[src/rtl/snake_body_walker.sv]
// snake_body_walker: drives the recirculating direction ring that stores the
// snake body, inserts new head directions, and walks the body head-to-tail
// reconstructing each segment's grid cell and testing it against a query cell.
module snake_body_walker #(
  parameter int DEPTH = 220,
  parameter int XW    = 4,
  parameter int YW    = 4,
  parameter int LW    = 8
) (
  input  logic          clk,
  input  logic          rst_n,
  input  logic [1:0]    sr_out,
  output logic [1:0]    sr_in,
  input  logic          start,
  input  logic          push,
  input  logic [1:0]    new_dir,
  input  logic [XW-1:0] head_x,
  input  logic [YW-1:0] head_y,
  input  logic [LW-1:0] length,
  input  logic [XW-1:0] query_x,
  input  logic [YW-1:0] query_y,
  output logic          busy,
  output logic          seg_valid,
  output logic [LW-1:0] seg_idx,
  output logic [XW-1:0] seg_x,
  output logic [YW-1:0] seg_y,
  output logic          done,
  output logic          hit
);

  typedef enum logic [2:0] {
    IDLE,
    INSERT,
    WAIT0,
    SCAN,
    DONE
  } state_t;

  localparam logic [LW-1:0] LAST = LW'(DEPTH - 1);

  state_t        state;
  state_t        next_state;
  logic [LW-1:0] ph;
  logic          pend_start;
  logic [1:0]    dir_lat;
  logic [LW-1:0] len_lat;
  logic [XW-1:0] qx_lat;
  logic [YW-1:0] qy_lat;
  logic [XW-1:0] cur_x;
  logic [YW-1:0] cur_y;
  logic [XW-1:0] nxt_x;
  logic [YW-1:0] nxt_y;
  logic          hit_acc;
  logic          match;
  logic          take_push;
  logic          take_start;
  logic          insert_now;
  logic          scan_last;

  assign busy  = (state != IDLE);
  assign match = (cur_x == qx_lat) && (cur_y == qy_lat);

  // The ring recirculates except on the single insert cycle; reset forces
  // pure recirculation so an aborted insert never corrupts the body.
  assign sr_in = (rst_n && insert_now) ? dir_lat : sr_out;

  // State register.
  always_ff @(posedge clk) begin
    if (!rst_n) state <= IDLE;
    else        state <= next_state;
  end

  // Next-state logic and the per-cycle control strobes derived from it.
  always_comb begin
    next_state = state;
    take_push  = 1'b0;
    take_start = 1'b0;
    insert_now = 1'b0;
    scan_last  = 1'b0;
    case (state)
      IDLE: begin
        if (push) begin
          next_state = INSERT;
          take_push  = 1'b1;
          take_start = start;
        end else if (start) begin
          next_state = WAIT0;
          take_start = 1'b1;
        end
      end
      INSERT: begin
        if (ph == LAST) begin
          insert_now = 1'b1;
          next_state = pend_start ? WAIT0 : IDLE;
        end
      end
      WAIT0: begin
        if (len_lat == '0)     next_state = DONE;
        else if (ph == LAST)   next_state = SCAN;
      end
      SCAN: begin
        if (ph == len_lat - LW'(1)) begin
          scan_last  = 1'b1;
          next_state = DONE;
        end
      end
      DONE:    next_state = IDLE;
      default: next_state = IDLE;
    endcase
  end

  // Phase counter tracks which body index is leaving the ring; an insert
  // skips phase 0 so every old segment is renumbered one further from the head.
  always_ff @(posedge clk) begin
    if (!rst_n)           ph <= '0;
    else if (insert_now)  ph <= LW'(1);
    else if (ph == LAST)  ph <= '0;
    else                  ph <= ph + LW'(1);
  end

  // Step back from segment k to segment k+1 by undoing dir[k].
  always_comb begin
    nxt_x = cur_x;
    nxt_y = cur_y;
    case (sr_out)
      2'd0:    nxt_x = cur_x - XW'(1);
      2'd1:    nxt_y = cur_y - YW'(1);
      2'd2:    nxt_x = cur_x + XW'(1);
      default: nxt_y = cur_y + YW'(1);
    endcase
  end

  // Request latches, scan accumulator and registered segment/result outputs.
  always_ff @(posedge clk) begin
    if (!rst_n) begin
      pend_start <= 1'b0;
      dir_lat    <= '0;
      len_lat    <= '0;
      qx_lat     <= '0;
      qy_lat     <= '0;
      cur_x      <= '0;
      cur_y      <= '0;
      hit_acc    <= 1'b0;
      seg_valid  <= 1'b0;
      seg_idx    <= '0;
      seg_x      <= '0;
      seg_y      <= '0;
      done       <= 1'b0;
      hit        <= 1'b0;
    end else begin
      seg_valid <= 1'b0;
      done      <= 1'b0;
      if (take_push) begin
        dir_lat    <= new_dir;
        pend_start <= start;
      end
      if (insert_now) pend_start <= 1'b0;
      if (take_start) begin
        cur_x   <= head_x;
        cur_y   <= head_y;
        qx_lat  <= query_x;
        qy_lat  <= query_y;
        len_lat <= (length > LAST) ? LAST : length;
        hit_acc <= 1'b0;
      end
      if (state == SCAN) begin
        seg_valid <= 1'b1;
        seg_idx   <= ph;
        seg_x     <= cur_x;
        seg_y     <= cur_y;
        cur_x     <= nxt_x;
        cur_y     <= nxt_y;
        hit_acc   <= hit_acc | match;
        if (scan_last) begin
          done <= 1'b1;
          hit  <= hit_acc | match;
        end
      end
      if (state == WAIT0 && len_lat == '0) begin
        done <= 1'b1;
        hit  <= 1'b0;
      end
    end
  end

endmodule

[config.mk]
export PLATFORM = sky130hd
export DESIGN_NAME = snake_body_walker
export DESIGN_NICKNAME = d
export VERILOG_FILES = /design/src/rtl/snake_body_walker.sv
export SDC_FILE = /design/constraint.sdc
export NUM_CORES = 1
export LEC_CHECK = 0
export ABC_CLOCK_PERIOD_IN_PS = 3600
export BUFFER_PORTS_ARGS = -buffer_cell sky130_fd_sc_hd__buf_4
export CELL_PAD_IN_SITES_DETAIL_PLACEMENT = 0
export CELL_PAD_IN_SITES_GLOBAL_PLACEMENT = 1
export CORE_ASPECT_RATIO = 1.75
export CORE_MARGIN = 8
export CORE_UTILIZATION = 44
export CTS_CLUSTER_DIAMETER = 50
export DETAILED_ROUTE_END_ITERATION = 8
export PLACE_DENSITY_LB_ADDON = 0.25
export SLEW_MARGIN = 20
export SYNTH_ARGS = -nofsm -noshare
export SYNTH_HDL_FRONTEND = slang
export SYNTH_SLANG_ARGS = --single-unit
[constraint.sdc]
create_clock -name clk -period 3.6 [get_ports clk]
set_input_delay 0.72 -clock clk [delete_from_list [all_inputs] [get_ports clk]]
set_output_delay 0.72 -clock clk [all_outputs]
set_load 0.01 [all_outputs]
# Yosys cells after proc, flatten, opt, wreduce, memory -nomap -nowiden
# Cells that the tools add are included.
# word_totals
inputBits	32
register_bits	58
# op_classes
n_bitwise	2
eq_ne	15
add_sub_neg	6
n_lt_le_gt_ge	1
reduce_logical	16
n_mux	33
# ops
operator	n
2-to-1 mux 3 bit	6
2-to-1 mux 1 bit	17
2-to-1 mux 4 bit	4
one-hot mux 4 bit (2 select lines)	2
one-hot mux 3 bit (4 select lines)	1
adder 4 x 1 -> 4 bit (second input constant)	2
adder 8 x 1 -> 8 bit (second input constant)	1
== test 4 bit	2
== test 8 bit	1
== test 8 bit (second input constant)	1
greater-than comparator 8 bit (second input constant)	1
logical NOT 8 bit	1
2-to-1 mux 8 bit	1
subtractor 4 x 1 -> 4 bit (second input constant)	2
subtractor 8 x 1 -> 8 bit (second input constant)	1
== test 3 x 2 -> 1 bit (second input constant)	2
!= test 2 bit (second input constant)	3
!= test 3 bit (second input constant)	2
AND reduction 2 bit	3
OR reduction 2 bit	3
2-to-1 mux 2 bit	2
AND reduction 4 bit	1
== test 3 x 1 -> 1 bit (second input constant)	1
logical AND 1 bit	3
10 further kinds	10

# Depth between registers and ports, before layout
# logic_depth
depth_word	7
depth_mapped	9

# Least setup slack after synthesis
# Ideal clock, no wire load.
# synth_path
path_type	input port to output port
start	input port rst_n
end	output port sr_in[0]
arrival_time_ps	1697
t_required_ps	2880
n_path_buf	1
cell_stages	4
path_slack_ps	1183
cell_sequence	clkbuf_1 -> inv_2 -> nor3_1 -> mux2_1
# synth_between
elab_chain_cells	2
# synth_lines
element	line	rtl
start, declared	11	input logic rst_n,
logical AND 1 bit	65	assign sr_in = (rst_n && insert_now) ? dir_lat : sr_out;
2-to-1 mux 2 bit	65	
end, declared	13	output logic [1:0] sr_in,
# No other way between the ends.

# Final worst setup path
# layout_path
start	register ph[0]
end	output port sr_in[0]
# layout_between
elab_chain_cells	5
# layout_lines
element	line	rtl
start, declared	43	logic [LW-1:0] ph;
start signal, assigned	118	else ph <= ph + LW'(1);
== test 8 bit	92	if (ph == LAST) begin
2-to-1 mux 1 bit	92	
2-to-1 mux 1 bit	80	case (state)
logical AND 1 bit	65	
2-to-1 mux 2 bit	65	
# No other way between the ends.

==> impl_metrics.yaml <==
sta:
  rsz0062_at_grt: "no"
  post-route-period-util_pct: 84.5
  worstMarginPinSlew_ns: 0.693
  fin_tns_setup_ns: 0
  max_freq_mhz: 329
  holdWs_ns: 0.452
  slew_headroom_pct: 53.7
  maxSlewViolCount: 0
  fin_worst_skew_ns: 0.00331
  setup_viol: 0
  finalHoldViolations: 0
  period_needed_ns: 3.04
critical_path:
  critPathLaunch: "ph[0]"
  cp-start-kind: "flop"
  end_kind: "output port"
  crit_arrival_ns: 2.32
  r2r-start: "state[0]"
  path_class: "flop to output port"
  critical_path_required_ns: 2.88
  crit_fanout: 5
synth:
  synth_compound_area_share_pct: 18.3
  synth_edf_count: 0
  async_flop_share_pct: 0
  synth.area.top_cells: "dfxtp_1 (40%), nand2_1 (9.1%), a21oi_1 (7.7%)"
  yosys.area_share.adder_pct: 4.01
  ys_ff_latch: 58
  synth-simple-area-share_pct: 23.1
  synth_area_mm2: 0.00287
  synth_top_family_by_area: "simple AND/OR/NAND/NOR gates"
  yosys_warnings: 0
  yosys.area.top_type_share_pct: 40.4
  synthCells: 354
  synth_area_per_cell_um2: 8.12
  yosysUniqueCellTypes: 52
  synth_xor_xnor_area_share_pct: 7.32
  synthMuxAreaShare_pct: 2.92
  syn_nets: 394
  seq_area_frac_synth_pct: 40.4
  ys.flop_type: "dfxtp_1"
  yosysTopAreaCell: "dfxtp_1"
clock_network:
  cts_buffers: 9
  cts_tree: "done"
  path_clk_slew_ns: 0.05
  post-cts-setup-buffer-count: 0
  cts.sink_count: 58
  clockRootBuffer: "clkbuf_16"
  post_cts_resized: 0
  cts_hold_buf: 0
  cts_buffer_depth: 2
  worstSkewPairLatency_ns: 0.33
  htreeDepth: 3
grt:
  antenna_found_initial: 0
  grt-ovfl-total: 0
  grt_first_pass_wirelength_mm: 12.4
  grt_pass1_vias: 2507
  grt_max_degree: 46
  grt_use_total_pct: 16.9
final_layout:
  finalNonFillerCells: 488
  area_delta_synth_final_pct: 25.8
  fill_cells: 646
  drive_above_1_share_pct: 19.7
  fin_area_mm2: 0.00361
  nNetsFinal: 442
  diodes: 0
place:
  place_hpwl_mm: 5.66
  dpl.cell_count: 473
  place_area_mm2: 0.00332
  io_buffers: 53
  gp_congestion: 0.812
pwr:
  ir_drop_mv: 0.342
  powerDensity_mw_per_mm2: 564
  power_w: 0.00204
  power_leakage_nw: 1.46
die:
  die-height_um: 123
  dieArea_mm2: 0.00947
  coreArea_mm2: 0.00644
  start_util_pct: 44.6
  fp-row-count: 39
  io_pins: 54
  die_width_um: 77.1
detailed_routing:
  wl_per_cell_um: 15.7
  viasPerCell: 5.32
  drcViolationCount: 0
  dr_total_vias: 2598
  first_iter_violations: 190
  ant_nets: 0
  first_pass_iters: 4
  wl_mm: 7.67
worst_hold_path:
  min_path_type: "flop to flop"
  min-delay-start: "seg_x[1]"
flow_run:
  cap_violations: 0
outcome:
  outcome: "complete, no violations"
## flip-flops by register name, summed over array words and instances, names as in the netlist
register	cells
dir_lat	2
state	3
qx_lat	4
cur_y	4
seg_y	4
hit	1
cur_x	4
done	1
seg_x	4
len_lat	8
seg_idx	8
seg_valid	1
qy_lat	4
pend_start	1
hit_acc	1
ph	8
## worst paths after layout
| check | to | slack (ns) | cells past startpoint |
|---|---|---|---|
| max | sr_in[0] | 0.56 | 7 |
| min | seg_x[1] | 0.45 | 2 |
| max reg2reg | cur_x[3] | 1.17 | 6 |
| min reg2reg | seg_x[1] | 0.45 | 2 |
## critical path, stage by stage, from the launching register on
cell     delay, ns
dfxtp_1       0.41
ha_1          0.26
nand4_1       0.13
nor3_1        0.33
nand2_1       0.09
nor3_1        0.24
mux2_1        0.38
buf_4         0.15
## routing by layer
| metal | track usage [%] | vias to the layer above | wire length, um |
|---|---|---|---|
| met5 | 0 | - | 0 |
| met4 | 9.74 | 0 | 219 |
| met3 | 3.86 | 12 | 182 |
| met2 | 32.8 | 36 | 4360 |
| met1 | 15.8 | 1227 | 2910 |
| li1 | - | 1323 | - |
## Yosys cell counts, types with 2 or more instances
library cell  number
a22oi_1            3
a31oi_1            2
and2_1             3
a211oi_1           4
nand2b_1           5
o311ai_0           2
nand3_1            6
mux2i_1            5
inv_1             10
a21o_1             2
fa_1               2
o21ai_1            3
xnor2_1           16
a311oi_1           2
o211a_1            2
a21oi_1           44
mux2_1             2
nor2b_1            2
nor3b_1            2
o31ai_1            3
nor3_1             9
dfxtp_1           58
nor2_1            25
xor2_1             8
and3_1             3
or3_1              5
nand4_1            3
o21ai_0            6
nand2_1           70
nor3_2             2
clkbuf_1          18
a221oi_1           2
ha_1               6
## per-stage QoR
step | setup slack (ns) | utilization, %
after floorplan | 1.18 | -
after global placement | 0.924 | 51.6
after detailed placement | 0.884 | 51.6
after CTS | 0.525 | 56.1
after global routing | 0.332 | 56.1
final | 0.556 | 56.1
## layout by cell type, fill, tap and decap left out, drive strengths merged, types with 4 or more instances in the layout
cell type	count
nand2	70
xnor2	16
a21oi	44
nor2	25
ha	6
clkbuf	13
buf	56
xor2	8
nand4	4
nor3	11
dfxtp	58
nand3	6
nand2b	5
o21ai	9
inv	11
a211oi	5
or3	6
mux2i	5
## area by class of cell
cell class	count	area [um^2]	share of cell area [%]
Multi-Input combinational cell	266	1600	44.2
Inverter	11	41.3	1.14
Tap cell	82	103	2.84
Timing Repair Buffer	56	420	11.6
Clock inverter	2	10.0	0.277
Clock buffer	13	280	7.76
Sequential cell	58	1160	32.1
## power breakdown
part	leakage [nW]	switching [W]	internal (W)
combinational	0.839	0.000252	0.000199
clock	0.147	0.000277	0.000533
sequential	0.473	0.0000760	0.000700
total	1.46	0.000606	0.00143
## logic make-up (layout without fill, tap and decap cells)
kind of cell | Yosys count | count (layout)
adder cells (fa/ha/maj) | 8 | 8
multiplexers | 8 | 8
buffers and inverters | 30 | 82
AND/OR/NAND/NOR | 142 | 142
AO/OA/AOI/OAI | 84 | 84
flip-flops | 58 | 58
XOR/XNOR | 24 | 24
(Power assumes the default switching activity.)
